<file path="src/rtl/alu_seq_pkg.sv">
// Shared encodings for the ALU sequencer: opcodes, command kinds and FSM states.
package alu_seq_pkg;

   localparam int unsigned DATA_W   = 4;
   localparam int unsigned SETTLE_W = 4;

   localparam logic [2:0] OP_NEGA = 3'b000;
   localparam logic [2:0] OP_NEGB = 3'b001;
   localparam logic [2:0] OP_ADD  = 3'b010;
   localparam logic [2:0] OP_SUB  = 3'b011;
   localparam logic [2:0] OP_AND  = 3'b100;
   localparam logic [2:0] OP_OR   = 3'b101;
   localparam logic [2:0] OP_MUL  = 3'b110;
   localparam logic [2:0] OP_XOR  = 3'b111;

   localparam logic [1:0] KIND_EXEC  = 2'b00;
   localparam logic [1:0] KIND_LOAD  = 2'b01;
   localparam logic [1:0] KIND_PEEK  = 2'b10;
   localparam logic [1:0] KIND_CLEAR = 2'b11;

   typedef enum logic [1:0] {
      ST_IDLE  = 2'd0,
      ST_DRIVE = 2'd1,
      ST_RESP  = 2'd2
   } state_e;

endpackage

</file>
<file path="src/rtl/alu_sequencer_settle_counter.sv">
// Settle down-counter: loads a start value, decrements to zero and holds there.
module settle_counter #(
   parameter int unsigned W = 4
) (
   input  logic         clk,
   input  logic         reset,
   input  logic         load_i,
   input  logic [W-1:0] load_val_i,
   input  logic         dec_i,
   output logic         zero_o
);

   logic [W-1:0] cnt_q;
   logic [W-1:0] cnt_d;

   always_comb begin
      cnt_d = cnt_q;
      if (load_i) begin
         cnt_d = load_val_i;
      end else if (dec_i && (cnt_q != '0)) begin
         cnt_d = cnt_q - W'(1);
      end
   end

   always_ff @(posedge clk or posedge reset) begin
      if (reset) begin
         cnt_q <= '0;
      end else begin
         cnt_q <= cnt_d;
      end
   end

   assign zero_o = (cnt_q == '0);

endmodule

</file>
<file path="src/rtl/alu_sequencer.sv">
// Command/response sequencer that drives a 4-bit combinational ALU, waits for it
// to settle, and returns the captured result with zero/negative flags.
module alu_sequencer
   import alu_seq_pkg::*;
#(
   parameter int unsigned SETTLE_CYCLES = 1,
   parameter int unsigned CNT_W         = 8
) (
   input  logic              clk,
   input  logic              reset,
   input  logic              cmd_valid,
   output logic              cmd_ready,
   input  logic [1:0]        cmd_kind,
   input  logic [2:0]        cmd_op,
   input  logic [DATA_W-1:0] cmd_operand,
   output logic              res_valid,
   input  logic              res_ready,
   output logic [DATA_W-1:0] res_data,
   output logic              res_zero,
   output logic              res_neg,
   output logic [DATA_W-1:0] acc,
   output logic              busy,
   output logic [CNT_W-1:0]  ops_done,
   output logic [DATA_W-1:0] alu_a,
   output logic [DATA_W-1:0] alu_b,
   output logic              alu_l,
   output logic              alu_m,
   output logic              alu_n,
   input  logic [DATA_W-1:0] alu_s
);

   localparam logic [SETTLE_W-1:0] SETTLE_LOAD = SETTLE_W'(SETTLE_CYCLES - 1);

   state_e              state_q;
   logic [1:0]          kind_q;
   logic [DATA_W-1:0]   acc_q;
   logic [DATA_W-1:0]   res_data_q;
   logic                res_valid_q;
   logic                res_zero_q;
   logic                res_neg_q;
   logic [CNT_W-1:0]    ops_q;
   logic [DATA_W-1:0]   alu_a_q;
   logic [DATA_W-1:0]   alu_b_q;
   logic [2:0]          alu_ctl_q;

   logic accept;
   logic is_alu_cmd;
   logic cnt_zero;

   // Ready also in RESP when the result is being consumed, so commands can stream.
   assign cmd_ready  = (state_q == ST_IDLE) || ((state_q == ST_RESP) && res_ready);
   assign accept     = cmd_valid && cmd_ready;
   assign is_alu_cmd = (cmd_kind == KIND_EXEC) || (cmd_kind == KIND_PEEK);

   settle_counter #(.W(SETTLE_W)) u_settle (
      .clk        (clk),
      .reset      (reset),
      .load_i     (accept && is_alu_cmd),
      .load_val_i (SETTLE_LOAD),
      .dec_i      (state_q == ST_DRIVE),
      .zero_o     (cnt_zero)
   );

   always_ff @(posedge clk or posedge reset) begin
      if (reset) begin
         state_q     <= ST_IDLE;
         kind_q      <= KIND_EXEC;
         acc_q       <= '0;
         res_data_q  <= '0;
         res_valid_q <= 1'b0;
         res_zero_q  <= 1'b0;
         res_neg_q   <= 1'b0;
         ops_q       <= '0;
         alu_a_q     <= '0;
         alu_b_q     <= '0;
         alu_ctl_q   <= '0;
      end else begin
         case (state_q)
            ST_DRIVE: begin
               if (cnt_zero) begin
                  res_data_q  <= alu_s;
                  res_zero_q  <= (alu_s == '0);
                  res_neg_q   <= alu_s[DATA_W-1];
                  res_valid_q <= 1'b1;
                  ops_q       <= ops_q + CNT_W'(1);
                  if (kind_q == KIND_EXEC) begin
                     acc_q <= alu_s;
                  end
                  state_q <= ST_RESP;
               end
            end
            ST_RESP: begin
               if (res_ready) begin
                  res_valid_q <= 1'b0;
                  state_q     <= ST_IDLE;
               end
            end
            default: ;
         endcase

         // A new command overrides the RESP hand-back taken above on the same edge.
         if (accept) begin
            if (is_alu_cmd) begin
               alu_a_q   <= acc_q;
               alu_b_q   <= cmd_operand;
               alu_ctl_q <= cmd_op;
               kind_q    <= cmd_kind;
               state_q   <= ST_DRIVE;
            end else begin
               acc_q       <= (cmd_kind == KIND_LOAD) ? cmd_operand : '0;
               res_data_q  <= (cmd_kind == KIND_LOAD) ? cmd_operand : '0;
               res_zero_q  <= (cmd_kind == KIND_LOAD) ? (cmd_operand == '0) : 1'b1;
               res_neg_q   <= (cmd_kind == KIND_LOAD) ? cmd_operand[DATA_W-1] : 1'b0;
               res_valid_q <= 1'b1;
               kind_q      <= cmd_kind;
               state_q     <= ST_RESP;
            end
         end
      end
   end

   assign res_valid = res_valid_q;
   assign res_data  = res_data_q;
   assign res_zero  = res_zero_q;
   assign res_neg   = res_neg_q;
   assign acc       = acc_q;
   assign busy      = (state_q != ST_IDLE);
   assign ops_done  = ops_q;
   assign alu_a     = alu_a_q;
   assign alu_b     = alu_b_q;
   assign alu_l     = alu_ctl_q[2];
   assign alu_m     = alu_ctl_q[1];
   assign alu_n     = alu_ctl_q[0];

endmodule

</file>
<file path="config.mk">
export PLATFORM = sky130hd
export DESIGN_NAME = alu_sequencer
export DESIGN_NICKNAME = d
export VERILOG_FILES = /design/src/rtl/alu_seq_pkg.sv /design/src/rtl/alu_sequencer_settle_counter.sv /design/src/rtl/alu_sequencer.sv
export SDC_FILE = /design/constraint.sdc
export NUM_CORES = 1
export LEC_CHECK = 0
export ABC_AREA = 1
export BUFFER_PORTS_ARGS = -buffer_cell sky130_fd_sc_hd__clkbuf_2
export CORE_MARGIN = 2
export CORE_UTILIZATION = 55
export CTS_BUF_LIST = sky130_fd_sc_hd__clkbuf_4 sky130_fd_sc_hd__clkbuf_8
export CTS_CLUSTER_DIAMETER = 40
export DETAILED_ROUTE_END_ITERATION = 8
export PLACE_DENSITY = 0.93
export SETUP_SLACK_MARGIN = 0.1
export SLEW_MARGIN = 20
export SYNTH_ARGS = -nofsm -noshare
export SYNTH_HDL_FRONTEND = slang
export SYNTH_SLANG_ARGS = --single-unit
</file>
<file path="constraint.sdc">
create_clock -name clk -period 1.7 [get_ports clk]
set_input_delay 0 -clock clk [delete_from_list [all_inputs] [get_ports clk]]
set_output_delay 0 -clock clk [all_outputs]
set_load 0.03 [all_outputs]
</file>
# [After elaboration in Yosys (flattened, before gate mapping)]
# Cells that the tools add are included.
[classes] n_shift=0 mux=32 eq_ne=6 order_cmp=0 multipliers=0 n_addsub=2 n_reduce_logical=19 bitwise=0 div=0
[op_table] op="two-way mux 4 bit" n=12
[op_table] op="two-way mux 1 bit" n=14
[op_table] op="zero test 4 bit" n=3
[op_table] op="adder 8 x 1 -> 8 bit (second input constant)" n=1
[op_table] op="two-way mux 2 bit" n=4
[op_table] op="zero test 2 bit" n=3
[op_table] op="inequality test 3 bit (second input constant)" n=2
[op_table] op="== test 2 x 1 -> 1 bit (second input constant)" n=2
[op_table] op="== test 2 bit (second input constant)" n=2
[op_table] op="logical AND 1 bit" n=4
[op_table] op="one-hot mux 2 bit (2 select lines)" n=1
[op_table] op="AND reduction 2 bit" n=2
[op_table] op="nonzero test 2 bit" n=2
[op_table] op="nonzero test 4 bit" n=1
[op_table] op="subtractor 4 x 1 -> 4 bit (second input constant)" n=1
[op_table] op="AND reduction 3 bit" n=1
[op_table] op="nonzero test 3 bit" n=1
[op_table] op="logical OR 1 bit" n=2
[op_table] op="one-hot mux 1 bit (2 select lines)" n=1
[word_totals] ff_bits=38 mem_bits_ro=0 word_cells=71 memories=0 input_bits=17 latch_bits=0 ramBits=0

# [Longest topological paths before layout]
# Gate-level depths: netlist (run 1).
[logic_depth] depth_word=6 ltp_mapped=9 ltp_nobuf=9

# [Hierarchy]
# From an unflattened synthesis (run 1), not the netlist that was laid out.
[unflattened] hier_cells=260 hier_area_um2=1958.1
[by_module_without_submodules] module="alu_sequencer" instances=1 seq_area_each_um2=850.8 area_per_inst_um2=1659.1 cells_per_inst=213
[by_module_without_submodules] module="settle_counter" instances=1 seq_area_each_um2=100.1 area_per_inst_um2=299.0 cells_per_inst=47

# [Worst setup path before layout (run 1)]
# No wires, ideal clock.
[synth_timing] path_type="register to register" start="register state_q[0]" end="register state_q[1]" synth_period_minus_slack_ps=1672 t_arrival_ps=1555 slack_ps=28 stages_incl_launch_ff=10 required_time_ps=1583 cell_sequence="dfrtp_1 inv_1 ha_1 inv_1 nand2_2 nand3_4 clkbuf_8 o21ai_0 nand2_1 nand2_1"
[synth_via] elab_chain_len=6 elab_cells_between_ends=12
[synth_rtl] element="start, declared" line_no="alu_sequencer.sv:34" source="state_e state_q;"
[synth_rtl] element="start signal, assigned" line_no="alu_sequencer.sv:66" source="state_q <= ST_IDLE;"
[synth_rtl] element="start signal, assigned" line_no="alu_sequencer.sv:89" source="state_q <= ST_RESP;"
[synth_rtl] element="start signal, assigned" line_no="alu_sequencer.sv:95" source="state_q <= ST_IDLE;"
[synth_rtl] element="== test 2 bit" line_no="alu_sequencer.sv:51" source="assign cmd_ready = (state_q == ST_IDLE) || ((state_q == ST_RESP) && res_ready);"
[synth_rtl] element="logical AND 1 bit" line_no="alu_sequencer.sv:51"
[synth_rtl] element="logical OR 1 bit (*)" line_no="alu_sequencer.sv:51"
[synth_rtl] element="named net cmd_ready" line_no="alu_sequencer.sv:12" source="output logic cmd_ready,"
[synth_rtl] element="logical AND 1 bit (*)" line_no="alu_sequencer.sv:52" source="assign accept = cmd_valid && cmd_ready;"
[synth_rtl] element="inequality test 3 bit (no source line) or nonzero test 3 bit (tied branches)"
[synth_rtl] element="AND reduction 3 bit (no source line)"
# The timed path passes the listed nets; every way through them passes the cells marked *.
# A chain may end at the register's enable or synchronous reset.

# [Final worst setup path (run 1)]
[layout_timing] start="register state_q[0]" end="register u_settle.cnt_q[1]"
[layout_via] elab_chain_len=6 elab_cells_between_ends=10
[layout_rtl] element="== test 2 bit" line_no="alu_sequencer.sv:51"
[layout_rtl] element="logical AND 1 bit" line_no="alu_sequencer.sv:51"
[layout_rtl] element="logical OR 1 bit" line_no="alu_sequencer.sv:51"
[layout_rtl] element="logical AND 1 bit" line_no="alu_sequencer.sv:52"
[layout_rtl] element="logical AND 1 bit" line_no="alu_sequencer.sv:58" source=".load_i (accept && is_alu_cmd),"
[layout_rtl] element="two-way mux 4 bit or nonzero test 2 bit (tied branches)"
[layout_rtl] element="end signal, assigned" line_no="alu_sequencer_settle_counter.sv:29" source="cnt_q <= cnt_d;"
[layout_rtl] element="end, declared" line_no="alu_sequencer_settle_counter.sv:13" source="logic [W-1:0] cnt_q;"
# Parallel ways exist; a longest one is shown, timed or not.

==> metrics.md, run 1 <==
| Metric | Value |
|---|---|
| Outcome | finished clean |
| Vias per cell | about 5.1 |
| Num ports | 49 |
| Synth Area in XOR/XNOR | 1.310% |
| Setup crit start kind | register |
| CTS max path bufs | 2 |
| Core area | 0.003416 sq mm |
| Fmax | 654.0 MHz |
| Final Max Tran Viols | 0 |
| Met2 Use GR | 43.10% |
| Cells after DPL | about 340 |
| Synth Warn # | 0 |
| Avg WL per Cell | 13.69 microns |
| Min-delay worst type | in -> reg |
| RSZ-0062 raised after global routing | yes |
| Fin cells | 368 |
| Die width | 64.39 microns |
| Die footprint | 0.004145 sq mm |
| Clock-pin slew of the registers on the worst-case setup and hold paths | between 0.1 and 0.15 ns |
| Fillcell total | 254 |
| Crit path DAT | 1.76 ns |
| Synth Register Bits | 38 |
| Cell Area, Synth | 0.002006 sq mm |
| Adder-cell share of the synthesized area | 3.743% |
| Worst skew pair latency | 0.34 ns |
| Peak VDD IR | 1073 uV |
| # port buffers | 48 |
| Drt pass-1 iters | 4 |
| Post-Syn Area per Cell | 8.087 sq um |
| CTS H-tree lvls | 2 |
| Placer congestion estimate | 0.7920 |
| Final core utilization | 74.47% |
| Top Usage Layer GRT | met2 |
| Final nets | 345 |
| First-pass GRT wire length | roughly 7700 microns |
| P_leak | 1.493 nW |
| Final setup violation count | 0 |
| Total number of vias | about 1900 |
| TritonCTS clock tree | built |
| Met3 Use GR | 7.218% |
| Remaining Overflow, GRT | 0 |
| Rows | 21 |
| Initial antenna violation count | 0 |
| Post-Synth Simple-Gate Area | 31.19% |
| Sequential share of the synthesized area | 47.41% |
| Initial Utilization | 58.72% |
| Post-synth cell types | 26 |
| Worst Setup Slack post-DPL | between 0.04 and 0.05 ns |
| P&R area growth vs syn | 26.82% |
| # diodes | 0 |
| Largest family of logic cells by synthesized area | simple AND/OR/NAND/NOR gates |
| CP Class | reg -> reg |
| Pin count of the biggest net entering global routing | 39 |
| ANT nets after route | 0 |
| Largest stage delay on the critical path | 0.42 ns |
| Worst Setup Slack, final | around 0.17 ns |
| Max-Cap Viols | 0 |
| Vias in the first global route | between 1500 and 2000 |
| Crit path required time | 1.93 ns |
| Root Buffer | clkbuf_4 |
| Die Y | 64.39 microns |
| Mux cell area share after synthesis | 0% |
| Critical path fanouts, max | 11 |
| Crit path cell chain | inv_1, ha_2, nand2_2, a21oi_4, buf_4, nand2_4, nand2_1, a21oi_1 |
| Final wirelength | 5037 microns |
| CP Capture Type | register |
| Sink Count | 38 |
| Least-Margin Pin Slew | roughly 0.47 ns |
| Final setup TNS | 0 ns |
| Final Cycle Share | 89.95% |
| Met1 usage | 27.75% |
| DRT iter0 DRCs | 134 |
| CTS Buf Count | 5 |
| Worst Skew | 0.009470 ns |
| Synthesized instance count | 248 |
| Synth Area in Compound Gates | 6.363% |
| Post-layout minimum cycle time | 1.529 ns |
| Final hold violations | 0 |
| Syn_nets | between 200 and 300 |
| Layout cells sized above 1 | 28.57% |
| Hpwl dp | 3227 microns |
| DRC viols | 0 |
| Pwr Density | 1754 mW/mm^2 |
| Worst slew margin | 68.37% |
| Total track usage | 24.46% |
| CP max-delay cell | dfrtp_1 |
-- sequential cells by signal, summed over array words and instances, names as in the netlist --
name / cells
acc: 4
alu_a: 4
alu_b: 4
alu_ctl_q: 3
kind_q: 2
ops_done: 8
res_data: 4
res_neg: 1
res_valid: 1
res_zero: 1
state_q: 2
u_settle.cnt_q: 4
-- layout by cell type, fill, tap and decap left out, types with 2 or more instances in the layout --
master | synthesis | final
nand3_4 | 2 | 2
ha_1 | 6 | 3
clkbuf_4 | 0 | 5
inv_2 | 1 | 3
o21ai_1 | 3 | 3
nand2_1 | 92 | 91
nand3_1 | 19 | 18
o21ai_0 | 4 | 4
nand3_2 | 0 | 2
buf_4 | 0 | 10
ha_2 | 0 | 3
nor2_2 | 0 | 2
clkbuf_2 | 0 | 48
nand2_4 | 1 | 2
nor2_1 | 13 | 11
inv_1 | 37 | 35
xor2_1 | 2 | 2
clkinv_2 | 0 | 2
a21oi_1 | 3 | 3
dfrtp_1 | 38 | 38
o21ai_2 | 7 | 7
nand4_1 | 7 | 7
dlygate4sd3_1 | 0 | 12
-- worst max-delay path, delay by kind of cell (launching register included) --
kind	cells	cell delay [ns]
compound gates	2	0.20
fa+ha+maj	1	0.21
buf+inv	2	0.25
flops	1	0.42
simple gates	3	0.34
-- cell type report --
class                      instances  area [sq um]  area share (%)
clock inverter                     2         10.01          0.3935
tap                               46         57.56           2.263
multi-input combinational        169         909.6           35.76
timing repair buffer              70         435.4           17.12
clock buffer                       5         37.54           1.476
inverter                          38         142.6           5.607
sequential                        38         950.9           37.38
-- Yosys cell counts --
master / number / area share (%)
buf_6: 1 / 0.56
a21oi_4: 1 / 0.81
xor2_1: 2 / 0.87
a21oi_1: 3 / 0.75
or2_2: 1 / 0.31
nand3_1: 19 / 4.7
buf_2: 1 / 0.25
inv_1: 37 / 6.9
o21ai_2: 7 / 3.1
ha_1: 6 / 3.7
nand2_2: 1 / 0.31
nor2_4: 1 / 0.56
o21ai_1: 3 / 0.75
nand3b_1: 1 / 0.37
nor2_1: 13 / 2.4
nand2_4: 1 / 0.56
nor3_1: 1 / 0.25
nand2_1: 92 / 17
xnor2_1: 1 / 0.44
nand3_4: 2 / 1.7
dfrtp_1: 38 / 47
inv_2: 1 / 0.19
nor3_2: 1 / 0.50
clkbuf_8: 3 / 2.1
nand4_1: 7 / 2.2
o21ai_0: 4 / 1.0
-- worst paths after layout --
kind | start | depth (start not counted) | to | slack [ns]
min in group asynchronous | reset | 4 | alu_b[1] | 0.29
worst min register to register | kind_q[0] | 2 | kind_q[0] | 0.50
max in group asynchronous | reset | 4 | u_settle.cnt_q[2] | 1.08
worst min-delay path | alu_s[3] | 5 | res_neg | 0.05
worst max-delay path | state_q[0] | 8 | u_settle.cnt_q[1] | 0.17
worst max register to register | state_q[0] | 8 | u_settle.cnt_q[1] | 0.17
-- cell families (layout without fill, tap and decap cells) --
kind of cell	Yosys count	after routing
buffers and inverters	43	115
AND/OR/NAND/NOR	140	142
adder cells (fa/ha/maj)	6	6
flip-flops	38	38
XOR/XNOR	3	3
AO/OA/AOI/OAI	18	18
-- power by group --
group	internal (mW)	switching, mW
sequential	1.26	0.236
combinational	0.797	1.74
clock	0.149	0.284
-- repair_timing --
action,in CTS,in global routing
cloned,0,2
endpoints found under the setup margin,22,31
gates resized for setup,3,7
hold buffers,12,0
hold endpoints to repair,57,0
pin swaps,1,2
setup buffers,2,4
-- per-stage QoR --
step	total power [mW]	area [sq um]	hold WS [ns]
global placement	3.703	2276	0.1117
global route	4.792	2544	0.06957
detailed placement	3.802	2276	0.1169
CTS	4.299	2472	0.04422
floorplan	3.188	2006	0.1166
finish	4.461	2544	0.04900
-- routing by layer --
layer | part of all wire [%] | vias to the layer above | routed length [microns]
li1 | - | 915 | -
met1 | 39 | 865 | 1946
met2 | 53 | 74 | 2648
met3 | 6.3 | 15 | 315
met4 | 2.5 | 0 | 127
met5 | 0 | - | 0
(Power assumes the default switching activity.)
==> run 2: changes to the inputs <==
--- a/config.mk
+++ b/config.mk
@@ -7,12 +7,14 @@
 export LEC_CHECK = 0
 export ABC_AREA = 1
 export BUFFER_PORTS_ARGS = -buffer_cell sky130_fd_sc_hd__clkbuf_2
+export CELL_PAD_IN_SITES_DETAIL_PLACEMENT = 1
+export CELL_PAD_IN_SITES_GLOBAL_PLACEMENT = 1
 export CORE_MARGIN = 2
-export CORE_UTILIZATION = 55
+export CORE_UTILIZATION = 40
 export CTS_BUF_LIST = sky130_fd_sc_hd__clkbuf_4 sky130_fd_sc_hd__clkbuf_8
 export CTS_CLUSTER_DIAMETER = 40
 export DETAILED_ROUTE_END_ITERATION = 8
-export PLACE_DENSITY = 0.93
+export PLACE_DENSITY = 0.83
 export SETUP_SLACK_MARGIN = 0.1
 export SLEW_MARGIN = 20
 export SYNTH_ARGS = -nofsm -noshare
==> run 2 against run 1 <==
Via count rose by 3.9%. Sequential share of layout area decreased by 1.3 points. Count of clock-buffer cells in the layout is 1 higher. Critical endpoint is now alu_b[2]. Cell area grew 3.5%. Sequential power is essentially flat. Critical path depth unchanged. Power rose by 7.4%. Largest power group unchanged. Global-route usage decreased by 4.5 points. Register-to-register slack got worse by 0.02 ns. Worst hold slack worse by 0.021 ns. Routed wire length up 20%. First-iteration DRC count down 39%.
==> metrics.md, run 2 (synthesized netlist as in run 1, its figures left out) <==
| Metric | Value |
|---|---|
| Worst skew pair latency | 0.30 ns (-0.04 ns) |
| Sequential Power Share | 31.8% (-1.7 points) |
| Setup crit start kind | register |
| CTS H-tree lvls | 2 (unchanged) |
| Final nets | 345 (unchanged) |
| Largest stage delay on the critical path | 0.40 ns (-0.02 ns) |
| P_leak | 1.508 nW (+1.1%) |
| Initial antenna violation count | 0 (unchanged) |
| Die Y | 74.81 microns (+16%) |
| Crit path cell chain | inv_1, ha_2, nand2_2, a21oi_4, buf_12, nand2_8, nand2_1, nand2_1 |
| Crit path DAT | 1.74 ns (-0.02 ns) |
| Total track usage | 19.98% (-4.5 points) |
| ANT nets after route | 0 (unchanged) |
| Max-Cap Viols | 0 (unchanged) |
| CTS Buf Count | 5 (unchanged) |
| Initial Utilization | 41.91% (-17 points) |
| Peak VDD IR | 964.9 uV (-10%) |
| Vias per cell | 4.979 (-2.0%) |
| Vias in the first global route | 1893 (+3.4%) |
| Final hold violations | 0 (unchanged) |
| Final setup TNS | 0 ns (unchanged) |
| # port buffers | 48 (unchanged) |
| Post-layout minimum cycle time | 1.545 ns (+0.01617 ns) |
| Most common cell after layout, fill and taps aside | nand2_1 |
| Clock-pin slew of the registers on the worst-case setup and hold paths | 0.08 ns (-0.03 ns) |
| Most frequent cells in the layout | nand2_1 (90), clkbuf_2 (48), dfrtp_1 (38), inv_1 (36), nand3_1 (19) |
| CP Capture Type | register |
| Drt pass-1 iters | 5 (+1) |
| Remaining Overflow, GRT | 0 (unchanged) |
| Power share of the clock group | 14.0% (+4.3 points) |
| Worst Skew | 0.008094 ns (-0.001375 ns) |
| Final Max Tran Viols | 0 (unchanged) |
| CP Class | reg -> reg |
| Least-Margin Pin Slew | 0.5038 ns (+0.02934 ns) |
| Num ports | 49 (unchanged) |
| TritonCTS clock tree | built |
| Total number of vias | 1942 (+3.9%) |
| Crit path required time | 1.89 ns (-0.04 ns) |
| Worst slew margin | 66.41% (-2.0 points) |
| CTS max path bufs | 2 (unchanged) |
| Placer congestion estimate | 0.7974 (+0.68%) |
| Tot Pwr | 4.789 mW (+7.4%) |
| Final setup violation count | 0 (unchanged) |
| Critical path fanouts, max | 11 (unchanged) |
| Final core utilization | 55.01% (-19 points) |
| Root Buffer | clkbuf_8 |
| P&R area growth vs syn | 31.25% |
| First-pass GRT wire length | 8480 microns (+9.7%) |
| Hpwl dp | 3708 microns (+15%) |
| Die width | 74.81 microns (+16%) |
| # diodes | 0 (unchanged) |
| Proportion of power drawn by combinational gates | 54.2% (-2.6 points) |
| Min-delay worst type | in -> reg |
| Rows | 25 (+19%) |
| CP max-delay cell | dfrtp_1 |
| Fmax | 647.1 MHz (-1.0%) |
| Final wirelength | 6069 microns (+20%) |
| Int Power | 2.411 mW (+9.3%) |
| Core area | 0.004786 sq mm (+40%) |
| Avg WL per Cell | 15.56 microns (+14%) |
| Sw Pwr | 2.378 mW (+5.4%) |
| Sw Ratio | 49.66% (-0.91 points) |
| Pwr Density | 1819 mW/mm^2 (+3.7%) |
| RSZ-0062 raised after global routing | yes |
| Sink Count | 38 (unchanged) |
| Die footprint | 0.005597 sq mm (+35%) |
| DRC viols | 0 (unchanged) |
| Pin count of the biggest net entering global routing | 39 (unchanged) |
| Layout cells sized above 1 | 29.10% (+0.53 points) |
| Max reg flops | 8 (unchanged) |
| Final Cycle Share | 90.90% (+0.95 points) |
| CP most frequent cell | nand2_1 |
| WHS | 0.02828 ns (-0.02072 ns) |
| Outcome | finished clean |
| DRT iter0 DRCs | 82 (-39%) |
-- run 2: cell types whose count changed in the layout (fill, tap and decap cells not counted), sizes merged --
cell	change
buf	+3
clkbuf	+1
clkinv	-1
clkinvlp	+1
dlygate4sd3	-3
-- run 2: path summary, 6_finish.rpt --
check,from,end,slack [ns],cells after the start
worst max-delay path,state_q[0],alu_b[2],0.15,8
worst min-delay path,alu_s[2],res_zero,0.03,4
worst max register to register,state_q[0],alu_b[2],0.15,8
worst min register to register,kind_q[1],kind_q[1],0.49,2
max in group asynchronous,reset,u_settle.cnt_q[1],1.00,4
min in group asynchronous,reset,ops_done[3],0.35,4
-- run 2: final cells by class --
type                            instances  area [sq um]
Multi-Input combinational cell        169         915.9
Sequential cell                        38         950.9
Fill cell                             606          2153
Inverter                               38         142.6
Clock inverter                          2         12.51
Tap cell                               67         83.83
Timing Repair Buffer                   70         444.2
Clock buffer                            6         82.58
-- run 2: power by group through the flow --
stage / logic [mW] / clock network [mW] / registers (mW)
finish: 2.60 / 0.669 / 1.52
global route: 2.85 / 0.722 / 1.56
CTS: 2.39 / 0.683 / 1.51
detailed placement: 2.31 / 0 / 1.53
global placement: 2.26 / 0 / 1.51
floorplan: 1.11 / 0 / 2.08
-- run 2: timing repair --
| item | 4_1_cts | 5_1_grt |
|---|---|---|
| gates cloned | 0 | 2 |
| resized for setup | 3 | 7 |
| setup endpoints to repair | 23 | 29 |
| hold buffers | 9 | 0 |
| hold endpoints to repair | 53 | 0 |
| pin swaps | 0 | 2 |
| setup buffers | 2 | 6 |
-- run 2: stage by stage --
step / setup slack [ns] / instances / instance area, sq um
4_1_cts: 0.1165 / 382 / 2526
3_5_place_dp: 0.05804 / 363 / 2310
6_report: 0.1547 / 390 / 2633
5_1_grt: 0.02666 / 390 / 2633
2_1_floorplan: 0.1571 / 248 / 2006
3_3_place_gp: 0.1077 / 363 / 2310
-- run 2: layer usage --
layer | routed length [microns] | GRT usage (%) | share of wire (%)
met5 | 0 | 0 | 0
met4 | 110 | 4.167 | 1.8
met3 | 274 | 4.953 | 4.5
met2 | 3158 | 36.58 | 52
met1 | 2526 | 23.79 | 42
-- run 2: worst max-delay path: cells and delay by family, from the launching register on --
family / cells / cell delay [ns]
buffers and inverters: 2 / 0.25
DFF: 1 / 0.40
AOI/OAI and AO/OA: 1 / 0.22
and+or+nand+nor: 4 / 0.36
adders and majority gates: 1 / 0.21
==> run 3: changes to the inputs <==
--- a/config.mk
+++ b/config.mk
@@ -10,13 +10,15 @@
 export CELL_PAD_IN_SITES_DETAIL_PLACEMENT = 1
 export CELL_PAD_IN_SITES_GLOBAL_PLACEMENT = 1
 export CORE_MARGIN = 2
-export CORE_UTILIZATION = 40
+export CORE_UTILIZATION = 39
 export CTS_BUF_LIST = sky130_fd_sc_hd__clkbuf_4 sky130_fd_sc_hd__clkbuf_8
 export CTS_CLUSTER_DIAMETER = 40
 export DETAILED_ROUTE_END_ITERATION = 8
-export PLACE_DENSITY = 0.83
+export MAX_ROUTING_LAYER = met4
+export PLACE_DENSITY = 0.82
 export SETUP_SLACK_MARGIN = 0.1
 export SLEW_MARGIN = 20
 export SYNTH_ARGS = -nofsm -noshare
 export SYNTH_HDL_FRONTEND = slang
+export SYNTH_HIERARCHICAL = 1
 export SYNTH_SLANG_ARGS = --single-unit
==> run 3 against run 2 <==
Via count down 1.1%. Sequential power up 3%. Routed wire length down 1.2%. Maximum frequency down 0.50%. Core utilization down 1.3 points. Die area up 0.12%. Flip-flop and latch count unchanged. Final cell count up 2.6%. Synthesized area down 2.4%. Worst hold slack better by 0.0056 ns. Critical path type unchanged.
==> metrics.md, run 3 <==
| Metric | Value |
|---|---|
| Multi-input logic area | 895.9 sq um (-2.2%) |
| Final setup violation count | 0 (unchanged) |
| Crit path cell chain | buf_4, ha_2, nand2_4, buf_4, nor2_1, xor2_1 |
| Die width | 74.86 microns (about the same) |
| Avg WL per Cell | 14.99 microns (-3.7%) |
| Placement Cell Area | 0.002310 sq mm (unchanged) |
| Initial Utilization | 40.92% (-0.99 points) |
| Most common cell after layout, fill and taps aside | nand2_1 |
| Cell taking the most area after synthesis | dfrtp_1 |
| Synth cell count leaders | nand2_1 (108), dfrtp_1 (38), inv_1 (33), nor2_1 (20), nand3_1 (18) |
| Core area | 0.004786 sq mm (unchanged) |
| Pwr Density | 1840 mW/mm^2 (+1.1%) |
| Fmax | 643.9 MHz (-0.50%) |
| Dominant cells by area after synthesis | dfrtp_1 (49%), nand2_1 (21%), inv_1 (6.3%), nand3_1 (4.6%), ha_1 (3.8%) |
| # port buffers | 48 (unchanged) |
| Critical path fanouts, max | 8 (-3) |
| Hpwl dp | 3930 microns (+6.0%) |
| Pin count of the biggest net entering global routing | 35 (-10%) |
| Drt pass-1 iters | 4 (-1) |
| Post-Syn Area per Cell | 7.531 sq um (-6.9%) |
| Total number of vias | 1921 (-1.1%) |
| Most frequent cells in the layout | nand2_1 (108), clkbuf_2 (48), dfrtp_1 (38), inv_1 (28), nor2_1 (20) |
| Num ports | 49 (unchanged) |
| Worst skew pair latency | 0.30 ns (about the same) |
| P&R area growth vs syn | 31.25% (about the same) |
| DRC viols | 0 (unchanged) |
| Post-synth cell types | 23 (-12%) |
| Max-Cap Viols | 0 (unchanged) |
| Final Max Tran Viols | 0 (unchanged) |
| P_leak | 1.515 nW (+0.41%) |
| Rows | 25 (unchanged) |
| CTS Buf Count | 5 (unchanged) |
| Final Cycle Share | 91.36% (+0.46 points) |
| Synthesized instance count | 260 (+4.8%) |
| Vias in the first global route | 1974 (+4.3%) |
| Sequential cell area | 950.9 sq um (unchanged) |
| Largest stage delay on the critical path | 0.43 ns (+0.03 ns) |
| Fillcell total | 631 (+4.1%) |
| Synth Warn # | 6 (+6) |
| Worst Skew | 0.004835 ns (-0.003259 ns) |
| Most used DFF post-synth | dfrtp_1 |
| Final hold violations | 0 (unchanged) |
| Cell Area, Synth | 0.001958 sq mm (-2.4%) |
| Min-delay worst type | in -> reg |
| Remaining Overflow, GRT | 0 (unchanged) |
| Total track usage | 23.16% (+3.2 points) |
| Setup crit start kind | register |
| Synth Register Bits | 38 (unchanged) |
| Layout cells sized above 1 | 25.53% (-3.6 points) |
| CP max-delay cell | dfrtp_1 |
| Clock-pin slew of the registers on the worst-case setup and hold paths | 0.08 ns (about the same) |
| Max reg flops | 8 (unchanged) |
| Post-layout minimum cycle time | 1.553 ns (+0.007770 ns) |
| Final setup TNS | 0 ns (unchanged) |
| Outcome | finished clean |
| Final nets | 355 (+2.9%) |
| Crit path DAT | 1.77 ns (+0.03 ns) |
| ANT nets after route | 0 (unchanged) |
| Vias per cell | 4.803 (-3.6%) |
| CP most frequent cell | buf_4 |
| CP Capture Type | register |
| Initial antenna violation count | 0 (unchanged) |
| RSZ-0062 raised after global routing | yes |
| DRT iter0 DRCs | 51 (-38%) |
| Final wirelength | 5994 microns (-1.2%) |
| TritonCTS clock tree | built |
| # diodes | 0 (unchanged) |
| Post-synth EDFFs | 0 (unchanged) |
| Die Y | 74.86 microns (about the same) |
| Peak VDD IR | 776.9 uV (-19%) |
| Final Cell Area | 0.002570 sq mm (-2.4%) |
| Synth top area share | 48.56% (+1.2 points) |
| Placer congestion estimate | 0.8021 (+0.59%) |
| Post-synth ARST share | 100.0% (unchanged) |
| CTS H-tree lvls | 2 (unchanged) |
| CTS max path bufs | 2 (unchanged) |
| Root Buffer | clkbuf_8 |
| Most common cell in the netlist | nand2_1 |
| Sequential share of the synthesized area | 48.56% (+1.2 points) |
| Reg2Reg Setup Slack | 0.15 ns (about the same) |
| Sink Count | 38 (unchanged) |
| Die footprint | 0.005603 sq mm (+0.12%) |
| Crit path required time | 1.92 ns (+0.03 ns) |
| CP Class | reg -> reg |
| First-pass GRT wire length | 9384 microns (+11%) |
run 3: cell types whose count changed in the layout (fill, tap and decap cells not counted), moves of 3 or more:
cell,before,now
nand4_1,7,0
inv_2,2,5
nand2_4,0,3
buf_4,11,8
o21ai_2,7,0
nor2_1,12,20
inv_1,36,28
conb_1,0,4
nand2_1,90,108
o21ai_0,4,7
run 3: cell type report:
type                       instances  area share, %
clock inverter                     1         0.1947
inverter                          36          5.550
clock buffer                       7          3.505
tap                               67          3.262
timing repair buffer              66          15.63
multi-input combinational        185          34.86
sequential                        38          37.00
run 3: report_power, final:
group          switching (mW)  internal (mW)  leakage [nW]
Sequential              0.300           1.27         0.486
Clock                   0.346          0.344        0.0517
Combinational            1.68          0.785         0.977
Total                    2.33           2.40          1.51
run 3: metrics by stage:
stage | cells | power [mW] | utilization (%) | hold slack, ns | setup WS, ns
after floorplan | 263 | 3.113 | - | -0.2339 | 0.1116
after global placement | 379 | 3.713 | 48.26 | -0.1023 | 0.1695
after detailed placement | 379 | 3.808 | 48.26 | -0.09822 | 0.06646
after CTS | 396 | 4.556 | 52.42 | 0.01228 | 0.09739
after global routing | 400 | 5.066 | 53.70 | 0.05121 | 0.04913
final | 400 | 4.728 | 53.70 | 0.03387 | 0.1469
run 3: worst max-delay path, delay by kind of cell (launching register included):
kind                       cells  cell delay [ns]
buffers and inverters          2             0.32
and+or+nand+nor                2             0.29
DFF                            1             0.43
xor gates and xnor gates       1             0.19
adders and majority gates      1             0.26
run 3: timing repair:
| action | CTS | global route |
|---|---|---|
| hold endpoints to repair | 50 | 0 |
| pin swaps | 0 | 2 |
| resized for setup | 3 | 12 |
| setup endpoints to repair | 6 | 31 |
| hold buffers | 9 | 0 |
| setup buffers | 0 | 4 |
run 3: cells by family (layout without fill, tap and decap cells):
logic type      after synthesis  after routing  share of synthesized area (%)
simple gates                160            160                          34.76
other cells                   1              4                         0.1915
buf+inv                      40            110                          8.243
flops                        38             38                          48.56
fa+ha+maj                     6              6                          3.834
xor+xnor                      3              3                          1.342
compound gates               12             12                          3.067
run 3: worst paths after layout:
| kind | startpoint | to | cells past startpoint |
|---|---|---|---|
| setup reg to reg | state_q[0] | ops_done[2] | 6 |
| setup / recovery | state_q[0] | ops_done[2] | 6 |
| min in group asynchronous | reset | u_settle/cnt_q[0] | 3 |
| hold reg to reg | kind_q[1] | kind_q[1] | 2 |
| hold / removal | cmd_valid | kind_q[1] | 3 |
| max in group asynchronous | reset | acc[1] | 4 |
run 3: metal layers:
| layer | GRT usage (%) | part of all wire, % | up-vias |
|---|---|---|---|
| met2 | 39.47 | 51 | 39 |
| met3 | 4.552 | 3.0 | 14 |
| li1 | - | - | 930 |
| met4 | 6.151 | 1.9 | 0 |
| met5 | - | 0 | - |
| met1 | 28.06 | 44 | 938 |
